$ cat config.mk
export PLATFORM = sky130hd
export DESIGN_NAME = fifo_burst_ctrl
export DESIGN_NICKNAME = d
export VERILOG_FILES = /design/src/rtl/fifo_burst_ctrl.sv
export SDC_FILE = /design/constraint.sdc
export NUM_CORES = 1
export LEC_CHECK = 0
export BUFFER_PORTS_ARGS = -buffer_cell sky130_fd_sc_hd__buf_2
export CAP_MARGIN = 0
export CORE_ASPECT_RATIO = 1.4
export CORE_MARGIN = 2
export CORE_UTILIZATION = 35
export DETAILED_ROUTE_END_ITERATION = 6
export MAX_ROUTING_LAYER = met4
export SLEW_MARGIN = 30
export SYNTH_ARGS = -nofsm -noshare
export SYNTH_HDL_FRONTEND = slang
export SYNTH_SLANG_ARGS = --single-unit
$ cat constraint.sdc
create_clock -name clk -period 4.9 [get_ports clk]
set_clock_uncertainty 0.15 [all_clocks]
set_input_delay 0.49 -clock clk [delete_from_list [all_inputs] [get_ports clk]]
set_output_delay 0.49 -clock clk [all_outputs]
set_load 0.02 [all_outputs]
$ cat src/rtl/fifo_burst_ctrl.sv
// Burst read controller for an external FIFO: tracks occupancy, requests bursts
// from a sink, and streams each burst through a 2-entry skid buffer.
module fifo_burst_ctrl #(
  parameter int DEPTH_WIDTH = 9,
  parameter int DATA_WIDTH  = 16,
  parameter int BURST_LEN   = 64
) (
  input  logic                  clk,
  input  logic                  rst,
  input  logic                  fifo_wr_en_i,
  output logic                  fifo_rd_en_o,
  input  logic [DATA_WIDTH-1:0] fifo_rd_data_i,
  input  logic                  flush_i,
  output logic                  burst_req_o,
  input  logic                  burst_ack_i,
  output logic [DEPTH_WIDTH:0]  burst_len_o,
  output logic [DATA_WIDTH-1:0] dout_o,
  output logic                  dout_valid_o,
  input  logic                  dout_ready_i,
  output logic                  dout_last_o,
  output logic                  burst_done_o,
  output logic [DEPTH_WIDTH:0]  level_o,
  output logic                  overflow_o,
  output logic [1:0]            state_o
);

  localparam int LW = DEPTH_WIDTH + 1;
  localparam logic [LW-1:0] FULL = LW'(1) << DEPTH_WIDTH;
  localparam logic [LW-1:0] BLEN = LW'(BURST_LEN);
  localparam logic [LW-1:0] ONE  = LW'(1);

  typedef enum logic [1:0] {IDLE, REQ, XFER, DONE} state_t;

  state_t                state, state_nxt;
  logic                  flush_pend, flush_clr;
  logic                  load_len;
  logic [LW-1:0]         len_val;
  logic [LW-1:0]         rd_remain, out_remain;
  logic [DATA_WIDTH-1:0] skid0, skid1;
  logic [1:0]            skid_cnt;
  logic                  in_flight;
  logic                  pop;
  logic [2:0]            occ;

  // Stream handshake: a word moves when dout_valid_o && dout_ready_i on a rising
  // edge; valid never depends on ready, and the presented word holds until taken.
  assign pop          = dout_valid_o & dout_ready_i;
  assign dout_valid_o = (skid_cnt != 2'd0);
  assign dout_o       = dout_valid_o ? skid0 : '0;
  assign dout_last_o  = dout_valid_o && (out_remain == ONE);
  assign burst_req_o  = (state == REQ);
  assign burst_done_o = (state == DONE);
  assign state_o      = state;

  // A word leaving the skid this cycle frees its slot for a new read.
  assign occ = {1'b0, skid_cnt} + {2'b00, in_flight} - {2'b00, pop};
  assign fifo_rd_en_o = (state == XFER) && (rd_remain != '0) &&
                        (level_o != '0) && (occ < 3'd2);

  always_comb begin
    state_nxt = state;
    load_len  = 1'b0;
    len_val   = burst_len_o;
    flush_clr = 1'b0;
    case (state)
      IDLE: begin
        if (level_o >= BLEN) begin
          load_len  = 1'b1;
          len_val   = BLEN;
          state_nxt = REQ;
        end else if (flush_pend && (level_o != '0)) begin
          load_len  = 1'b1;
          len_val   = level_o;
          flush_clr = 1'b1;
          state_nxt = REQ;
        end else if (flush_pend) begin
          flush_clr = 1'b1;
        end
      end
      REQ:     if (burst_ack_i) state_nxt = XFER;
      XFER:    if (pop && (out_remain == ONE)) state_nxt = DONE;
      DONE:    state_nxt = IDLE;
      default: state_nxt = IDLE;
    endcase
  end

  always_ff @(posedge clk or posedge rst) begin
    if (rst) begin
      state       <= IDLE;
      burst_len_o <= '0;
      flush_pend  <= 1'b0;
      rd_remain   <= '0;
      out_remain  <= '0;
    end else begin
      state <= state_nxt;
      if (load_len) burst_len_o <= len_val;
      // A new flush pulse wins over a same-cycle clear so it is never lost.
      if (flush_i) flush_pend <= 1'b1;
      else if (flush_clr) flush_pend <= 1'b0;
      if ((state == REQ) && burst_ack_i) begin
        rd_remain  <= burst_len_o;
        out_remain <= burst_len_o;
      end else begin
        if (fifo_rd_en_o) rd_remain <= rd_remain - ONE;
        if (pop) out_remain <= out_remain - ONE;
      end
    end
  end

  always_ff @(posedge clk or posedge rst) begin
    if (rst) begin
      in_flight <= 1'b0;
      skid0     <= '0;
      skid1     <= '0;
      skid_cnt  <= 2'd0;
    end else begin
      in_flight <= fifo_rd_en_o;
      case ({in_flight, pop})
        2'b10: begin
          if (skid_cnt == 2'd0) skid0 <= fifo_rd_data_i;
          else skid1 <= fifo_rd_data_i;
          skid_cnt <= skid_cnt + 2'd1;
        end
        2'b01: begin
          skid0    <= skid1;
          skid_cnt <= skid_cnt - 2'd1;
        end
        2'b11: begin
          if (skid_cnt == 2'd1) begin
            skid0 <= fifo_rd_data_i;
          end else begin
            skid0 <= skid1;
            skid1 <= fifo_rd_data_i;
          end
        end
        default: ;
      endcase
    end
  end

  always_ff @(posedge clk or posedge rst) begin
    if (rst) begin
      level_o    <= '0;
      overflow_o <= 1'b0;
    end else begin
      if (fifo_wr_en_i && !fifo_rd_en_o) begin
        if (level_o == FULL) overflow_o <= 1'b1;
        else level_o <= level_o + ONE;
      end else if (!fifo_wr_en_i && fifo_rd_en_o) begin
        level_o <= level_o - ONE;
      end
    end
  end

endmodule

==> results_dict.tcl, run 1 <==
set metrics [dict create \
    status "completed" \
    clkLatencyLatePin_ps 330 \
    gp_congestion 0.8274 \
    synth_top_family_by_area "simple AND/OR/NAND/NOR gates" \
    syn-num-nets 468 \
    post_cts_buffers 0 \
    maxCapViolations 0 \
    rows 48 \
    synth_edf_count 0 \
    yosysUniqueCellTypes 53 \
    cts.root.buffer_cell "clkbuf_16" \
    antenna_found_initial 0 \
    setup.worst_path.start_class "register" \
    synthSimpleGateAreaFrac_pct 15.95 \
    grt-ovfl-total 0 \
    ys_ff_latch 79 \
    endpoint_kind "register" \
    grt_setup_unrepaired "no" \
    p_leak_nw 2.447 \
    pwr-share-comb_pct 47.6 \
    min_period_ps 4543 \
    final-max-slew-violation-count 0 \
    n_fill_cell 1170 \
    drtIter0Drc 102 \
    path_class "register to register" \
    ff2ff_setup_slack_ps 360 \
    max_slew_margin_pct 36.24 \
    startpoint "skid_cnt[1]" \
    ys.flop_type "dfrtp_1" \
    setup_slack_ps 356.9 \
    p_sw_mw 1.588 \
    hold_viol 0 \
    firstDrtPassIters 4 \
    cts_buffer_depth 2 \
    wirelength_um 10180 \
    intPower_mw 2.246 \
    routedWlPerCell_um 15.71 \
    cts_tree "done" \
    grt_pass1_wl_um 16640 \
    critPathRequiredTime_ps 4970 \
    dieHeight_um 135.6 \
    yosys_warnings 0 \
    synth_compound_area_share_pct 13.03 \
    n_antenna_cell 0 \
    vias 3381 \
    start_util_pct 35.51 \
    seqPwrFrac_pct 32.5 \
    p_per_area_nw_per_um2 739.6 \
    htree_levels 3 \
    cts.sinks 79 \
    drive_gt1_share_pct 20.28 \
    r2r_start "skid_cnt[1]" \
    via_per_inst 5.218 \
    grt_max_degree 44 \
    numCtsBuffers 9 \
    tns_ps 0 \
    worstMarginPinSlew_ps 954.1 \
    preCtsSetupSlack_ps 201.7 \
    grt_pass1_vias 3398 \
    synth_xor_area_share_pct 5.665 \
    netlist_instances 426 \
    yosys.area_share.adder_pct 6.127 \
    io_buffers 65 \
    area_growth_pct 19.77 \
    postRouteAntennaNets 0 \
    netlist_area_um2 4329 \
    core-area_um2 12190 \
    worst-r2r-cell-count 18 \
    setup_viol 0 \
    totalPowerFinal_mw 3.835 \
    timing.rr.end "level_o[7]" \
    hold_ws_ps 171.0 \
    io_pins 66 \
    path_max_fanout 9 \
    synthArstFlopShare_pct 100.0 \
    clkTransAtPathRegs_ps 60 \
    p_sw_share_pct 41.42 \
    cp.arrival_ps 4610 \
    die_w_um 98.00 \
    drt_drc_violations_left 0 \
    vdd_drop_max_uv 383.1 \
    hp-class "input port to async pin" \
    grtUsageTotal_pct 16.20 \
    syn_area_per_cell_um2 10.16 \
    post-route-period-util_pct 92.72 \
    synth_seq_area_share_pct 45.66 \
    dpl.hpwl_um 7540 \
    dieArea_um2 13290 \
    muxShareOfSynthArea_pct 10.55 \
    fmax_ghz 0.2201 \
    layout.nets 535 \
    power_frac_clock_pct 19.9 \
]
sequential cells by signal, indices dropped and copies added, names as in the netlist:
register / cells
rd_remain: 10
burst_len_o: 10
in_flight: 1
skid1: 16
skid0: 16
flush_pend: 1
out_remain: 10
overflow_o: 1
state_o: 2
level_o: 10
skid_cnt: 2
stage by stage:
step | cell area [µm²] | util, % | std cells
after floorplan | 4329 | - | 426
after global placement | 4830 | 39.61 | 632
after detailed placement | 4830 | 39.61 | 632
after CTS | 5170 | 42.41 | 648
after global routing | 5185 | 42.53 | 648
final | 5185 | 42.53 | 648
power by group through the flow:
stage	registers [mW]	logic (mW)	clock network [mW]
after detailed placement	1.25	1.82	0
after CTS	1.25	1.83	0.780
after global routing	1.29	2.04	0.805
final	1.25	1.83	0.763
after floorplan	1.25	1.32	0
after global placement	1.24	1.76	0
routing by layer:
metal  track usage [%]  share of wire [%]  vias up
li1                  -                  -     1655
met1             17.75                 41     1615
met2             27.70                 50       86
met3             3.560                4.5       25
met4             8.179                3.6        0
met5                 -                  0        -
synthesized netlist by cell type, drive strengths merged (2+ instances only):
master,instances,area [µm²]
nand2,37,138.9
a211oi,3,22.52
nor2,31,116.4
o21ai,26,130.1
a22o,7,61.31
and2,4,27.53
fa,2,40.04
buf,2,8.750
a221o,2,20.02
a31oi,3,18.77
mux2i,22,220.2
o32ai,2,17.52
nand3,5,30.03
clkbuf,12,45.04
a21o,3,22.52
inv,19,76.33
or4,4,33.78
nor3,9,50.05
mux2,21,236.5
a21oi,29,145.1
nand2b,7,43.79
nor4,11,68.82
xnor2,20,175.2
nor2b,19,126.4
o41ai,4,42.55
xor2,8,70.07
o211ai,2,15.01
and3,3,18.77
dfrtp,79,1977
ha,18,225.2
layout by cell type, fill, tap and decap left out, drive strengths merged, types with 5 or more instances in the layout:
cell type / netlist / routed
mux2i: 22 / 22
inv: 19 / 19
clkbuf: 12 / 13
dfrtp: 79 / 79
nand2b: 7 / 7
nand2: 37 / 37
nand3: 5 / 5
nor2: 31 / 31
a22o: 7 / 7
buf: 2 / 70
ha: 18 / 18
a21oi: 29 / 29
xor2: 8 / 8
nor4: 11 / 11
nor3: 9 / 9
nor2b: 19 / 19
xnor2: 20 / 20
mux2: 21 / 21
o21ai: 26 / 26
what timing repair did:
item | CTS | global route
gates resized for setup | 0 | 2
hold buffers | 0 | 0
setup endpoints to repair | 0 | 3
endpoints found under the hold margin | 0 | 0
layout make-up:
class	instances	area [µm²]	area share [%]
clock inverters	3	90.09	1.737
well taps	150	187.7	3.620
repair buffers	70	362.8	6.998
flip-flops and latches	79	1977	38.13
inverters	19	76.32	1.472
clock buffers	13	250.2	4.826
multi-input cells	314	2241	43.22
critical path, cell delays in order (launching register included):
cell and delay, ps:
dfrtp_1 430, inv_1 90, ha_1 230, nor2b_4 230, inv_6 60, ha_1 330, nand2b_1 170, fa_1 370
xnor2_1 130, and3_1 200, nand3_1 110, nand2_1 250, ha_1 390, a211oi_1 240, o21bai_1 130, o41ai_2 310
xor2_1 220, a21oi_1 90, a221o_1 300
worst max path at each step:
stage	endpoint	slack, ps	depth (start not counted)
after floorplan	level_o[7]	380	19
after CTS	level_o[8]	190	18
final	level_o[7]	360	18
after detailed placement	level_o[8]	200	18
after global placement	level_o[9]	360	18
after global routing	level_o[9]	6	18
kinds of logic after synthesis:
logic type,after synthesis
buffers and inverters,33
xor gates and xnor gates,28
DFF,79
muxes,43
adders and majority gates,20
AOI/OAI and AO/OA,89
and+or+nand+nor,134
Power figures use the tool's default switching activity.
==> run 2, diff against run 1 <==
==> constraint.sdc (replaced) <==
create_clock -name clk -period 4.3 [get_ports clk]
set_clock_uncertainty 0.15 [all_clocks]
set_input_delay 0.43 -clock clk [delete_from_list [all_inputs] [get_ports clk]]
set_output_delay 0.43 -clock clk [all_outputs]
set_load 0.02 [all_outputs]
==> run 2 against run 1 <==
Global-route usage rose by 0.28 points. Combinational power rose by 19%. Clock power fell by 2%. Utilization rose by 0.43 points. Wire length fell by 0.80%. Critical path depth did not move. Sequential share of layout area fell by 0.38 points. Cell area rose by 1.0%. Die area did not move. Power rose by 13%. Final cell count rose by 0.77%. Count of clock-buffer cells in the layout did not move. Critical path type unchanged. Critical endpoint unchanged. Highest routed layer unchanged.
==> results_dict.tcl, run 2 (synthesis results as in run 1) <==
set metrics [dict create \
    status "completed" \
    path_common_cell "ha_4" \
    cp_top_family "adder cells" \
    drtIter0Drc 105 \
    setup_viol 0 \
    via_per_inst 5.190 \
    p_sw_share_pct 42.35 \
    worstMarginPinSlew_ps 938.2 \
    power_frac_clock_pct 17.3 \
    grt_setup_unrepaired "no" \
    antenna_found_initial 0 \
    path_class "register to register" \
    n_antenna_cell 0 \
    path_max_fanout 7 \
    grt_pass1_wl_um 17010 \
    postRouteAntennaNets 0 \
    timing.critical_path.buf_inv 2 \
    pwr-share-comb_pct 50.1 \
    max_slew_margin_pct 37.30 \
    grt_max_degree 47 \
    rows 48 \
    p_per_area_nw_per_um2 826.3 \
    cts_buffer_depth 2 \
    hp-class "input port to register" \
    htree_levels 3 \
    critPathRequiredTime_ps 4370 \
    hold_ws_ps 123.9 \
    cts.root.buffer_cell "clkbuf_16" \
    p_sw_mw 1.833 \
    grt_pass1_vias 3444 \
    crit_slowest_cell "fa_1" \
    endpoint_kind "register" \
    final-max-slew-violation-count 0 \
    n_fill_cell 1192 \
    wirelength_um 10100 \
    io_buffers 65 \
    fmax_ghz 0.2509 \
    clkLatencyLatePin_ps 330 \
    final_common_cell "dfrtp_1" \
    grt-ovfl-total 0 \
    layout.nets 540 \
    clkTransAtPathRegs_ps 60 \
    core-area_um2 12190 \
    path_cells "inv_1, ha_1, nor2b_4, inv_6, ha_4, nand2b_1, fa_1, xnor2_1, and3_1, nand3_2, nand2_4, ha_4, a211oi_2, o21bai_1, o41ai_2, xor2_1, a21oi_1, a221o_1" \
    intPower_mw 2.495 \
    min_period_ps 3986 \
    final_cell_mix "79 x dfrtp_1, 65 x buf_2, 36 x nand2_1, 31 x nor2_1, 27 x a21oi_1" \
    tns_ps 0 \
    layoutNonFillerInstCount 653 \
    reg_top3 "skid0 x16, skid1 x16" \
    cts_tree "done" \
    routedWlPerCell_um 15.47 \
    dieArea_um2 13290 \
    setup.worst_path.start_class "register" \
    grtUsageTotal_pct 16.49 \
    vdd_drop_max_uv 459.8 \
    vias 3389 \
    p_leak_nw 2.449 \
    io_pins 66 \
    max_stage_delay_ps 370 \
    drive_gt1_share_pct 22.27 \
    placed_cells 635 \
    numCtsBuffers 9 \
    die_w_um 98.00 \
    drt_drc_violations_left 0 \
    dieHeight_um 135.6 \
    area_growth_pct 20.98 \
    post-route-period-util_pct 92.70 \
    gp_congestion 0.8265 \
    maxCapViolations 0 \
    start_util_pct 35.51 \
    cp.arrival_ps 4060 \
    dpl.hpwl_um 7531 \
    cts.sinks 79 \
    hold_viol 0 \
    firstDrtPassIters 4 \
    seqPwrFrac_pct 32.6 \
]
==> run 2: cell types whose count changed in the layout (fill, tap and decap cells not counted), sizes merged <==
cell         previous run  this run
inv                    19        18
clkinvlp                0         1
dlygate4sd3             0         1
buf                    70        74
clkinv                  0         2
bufinv                  3         1
==> run 2: power groups by stage <==
stage	Clock [mW]	Sequential, mW	Combinational (mW)
after global placement	0	1.40	2.08
after global routing	0.805	1.47	2.43
final	0.749	1.41	2.17
after detailed placement	0	1.42	2.15
after floorplan	0	1.42	1.55
after CTS	0.773	1.41	2.16
==> run 2: worst paths after layout <==
path,startpoint,endpoint,slack (ps),depth (start not counted)
min in group asynchronous,rst,skid1[1],530,3
setup reg to reg,skid_cnt[0],level_o[7],310,18
setup / recovery,skid_cnt[0],level_o[7],310,18
hold reg to reg,skid0[15],skid0[15],320,2
hold / removal,flush_i,flush_pend,120,2
max in group asynchronous,rst,overflow_o,2470,4
==> run 2: area by class of cell <==
type	count	area (µm²)	share of cell area, %
Multi-Input combinational cell	314	2300	43.91
Sequential cell	79	1977	37.74
Inverter	19	77.57	1.481
Clock inverter	3	42.54	0.8122
Tap cell	150	187.7	3.583
Clock buffer	13	250.2	4.778
Timing Repair Buffer	75	402.9	7.692
==> run 2: what timing repair did <==
item / in CTS / in global routing
endpoints found under the setup margin: 0 / 4
hold buffers: 1 / 0
buffers inserted: 0 / 1
endpoints found under the hold margin: 29 / 0
resized for setup: 0 / 5
==> run 2: per-layer routing <==
layer	share of wire (%)	global-route usage [%]	wire, µm
met5	0	-	0
met2	51	28.31	5200
met3	4.0	2.786	408
met4	2.7	7.948	276
met1	42	18.63	4213
==> run 2: through the flow <==
step	setup WS [ps]	cell area [µm²]	utilization (%)	power [mW]
2_1_floorplan	16.70	4388	-	2.974
3_3_place_gp	151.8	4906	40.24	3.479
3_5_place_dp	49.52	4906	40.24	3.572
4_1_cts	27.56	5209	42.72	4.341
5_1_grt	56.33	5238	42.96	4.699
6_report	313.9	5238	42.96	4.328
==> run 3, diff against run 2 <==
--- a/config.mk
+++ b/config.mk
@@ -12,6 +12,7 @@
 export CORE_UTILIZATION = 35
 export DETAILED_ROUTE_END_ITERATION = 6
 export MAX_ROUTING_LAYER = met4
+export RECOVER_POWER = 100
 export SLEW_MARGIN = 30
 export SYNTH_ARGS = -nofsm -noshare
 export SYNTH_HDL_FRONTEND = slang
==> run 3 against run 2 <==
Sequential cell count stayed put. Non-clock buffer count stayed put. Sequential share of layout area is 0.62 points higher. Die area stayed put. Via count is 0.18% higher. Fmax is 0.27% higher. Register-to-register slack hardly changed. Utilization is 0.70 points lower. Clock power hardly changed. First-iteration DRC count is 5.7% lower. Critical path type unchanged. Critical endpoint unchanged. Largest cell class unchanged. Highest routed layer unchanged.
==> results_dict.tcl, run 3 (synthesis results as in run 1) <==
set metrics [dict create \
    hp-class "input port to register" \
    setup_slack_ps 324.7 \
    n_fill_cell 1229 \
    final-max-slew-violation-count 0 \
    rows 48 \
    via_per_inst 5.199 \
    placed_cells 635 \
    drive_gt1_share_pct 11.93 \
    post-route-period-util_pct 92.45 \
    max_slew_margin_pct 2.549 \
    preCtsSetupSlack_ps 49.52 \
    cts_tree "done" \
    cts.sinks 79 \
    wirelength_um 10110 \
    routedWlPerCell_um 15.49 \
    tns_ps 0 \
    grt_pass1_vias 3444 \
    grt_pass1_wl_um 17010 \
    worstMarginPinSlew_ps 1454 \
    totalPowerFinal_mw 4.243 \
    final_common_cell "dfrtp_1" \
    maxCapViolations 0 \
    start_util_pct 35.51 \
    cts.root.buffer_cell "clkbuf_16" \
    hold_ws_ps 124.0 \
    cts_buffer_depth 2 \
    pwr-share-comb_pct 49.0 \
    drtIter0Drc 99 \
    ff2ff_setup_slack_ps 320 \
    path_max_fanout 7 \
    path_class "register to register" \
    setup.worst_path.start_class "register" \
    setup_viol 0 \
    p_leak_nw 2.269 \
    clkTransAtPathRegs_ps 60 \
    vias 3395 \
    htree_levels 3 \
    numCtsBuffers 9 \
    io_buffers 65 \
    layout.nets 540 \
    core-area_um2 12190 \
    postRouteAntennaNets 0 \
    grtUsageTotal_pct 16.49 \
    p_per_area_nw_per_um2 823.6 \
    status "completed" \
    p_sw_share_pct 42.96 \
    power_frac_clock_pct 17.7 \
    hold_viol 0 \
    fmax_ghz 0.2516 \
    area_growth_pct 19.02 \
    io_pins 66 \
    dpl.hpwl_um 7531 \
    seqPwrFrac_pct 33.3 \
    gp_congestion 0.8265 \
    endpoint_kind "register" \
    die_w_um 98.00 \
    cp.arrival_ps 4040 \
    firstDrtPassIters 4 \
    antenna_found_initial 0 \
    layoutNonFillerInstCount 653 \
    clkLatencyLatePin_ps 330 \
    final_cell_mix "79 x dfrtp_1, 50 x clkbuf_1, 36 x nand2_1, 31 x nor2_1, 27 x a21oi_1" \
    critPathRequiredTime_ps 4370 \
    intPower_mw 2.420 \
    vdd_drop_max_uv 451.0 \
    reg_top3 "skid0 x16, skid1 x16" \
    drt_drc_violations_left 0 \
    dieArea_um2 13290 \
    grt_setup_unrepaired "no" \
    grt-ovfl-total 0 \
    n_antenna_cell 0 \
    min_period_ps 3975 \
    grt_max_degree 47 \
    dieHeight_um 135.6 \
    p_sw_mw 1.823 \
]
[run 3: repair_timing]
action | 4_1_cts | 5_1_grt
buffers inserted | 0 | 1
endpoints found under the hold margin | 29 | 0
gates resized for setup | 0 | 5
endpoints found under the setup margin | 0 | 4
hold buffers | 1 | 0
[run 3: power groups by stage]
stage,clock network (mW),logic [mW],registers [mW]
6_report,0.749,2.08,1.41
5_1_grt,0.805,2.34,1.47
4_1_cts,0.773,2.16,1.41
3_5_place_dp,0,2.15,1.42
3_3_place_gp,0,2.08,1.40
2_1_floorplan,0,1.55,1.42
[run 3: cell type report]
cell class	count	area, µm²	share of cell area, %
flip-flops and latches	79	1977	38.37
well taps	150	187.7	3.643
multi-input cells	314	2286	44.37
clock buffers	13	250.2	4.857
repair buffers	75	331.6	6.435
inverters	19	77.57	1.506
clock inverters	3	42.54	0.8256
[run 3: path summary, 6_finish.rpt]
| kind | startpoint | to | cells past startpoint |
|---|---|---|---|
| min in group asynchronous | rst | skid1[1] | 3 |
| min | flush_i | flush_pend | 2 |
| max | skid_cnt[0] | level_o[7] | 18 |
| max reg2reg | skid_cnt[0] | level_o[7] | 18 |
| max in group asynchronous | rst | overflow_o | 4 |
| min reg2reg | skid0[5] | skid0[5] | 2 |
[run 3: per-layer routing]
layer  global-route usage, %  vias to the layer above  wire, µm
met4                   7.948                        0       258
met5                       -                        -         0
li1                        -                     1659         -
met2                   28.31                       84      5233
met3                   2.786                       19       395
met1                   18.63                     1633      4224
[run 3: per-stage QoR]
step                area [µm²]  utilization, %
finish                    5152           42.26
global placement          4906           40.24
CTS                       5209           42.72
detailed placement        4906           40.24
floorplan                 4388               -
global route              5152           42.26
[run 3: worst max-delay path: stages, from the launching register on]
cell,delay (ps)
dfrtp_1,350
inv_1,50
ha_1,230
nor2b_4,160
inv_6,60
ha_4,230
nand2b_1,150
fa_1,370
xnor2_1,120
and3_1,200
nand3_2,120
nand2_4,160
ha_4,230
a211oi_2,230
o21bai_1,130
o41ai_2,300
xor2_1,240
a21oi_1,90
a221o_1,300
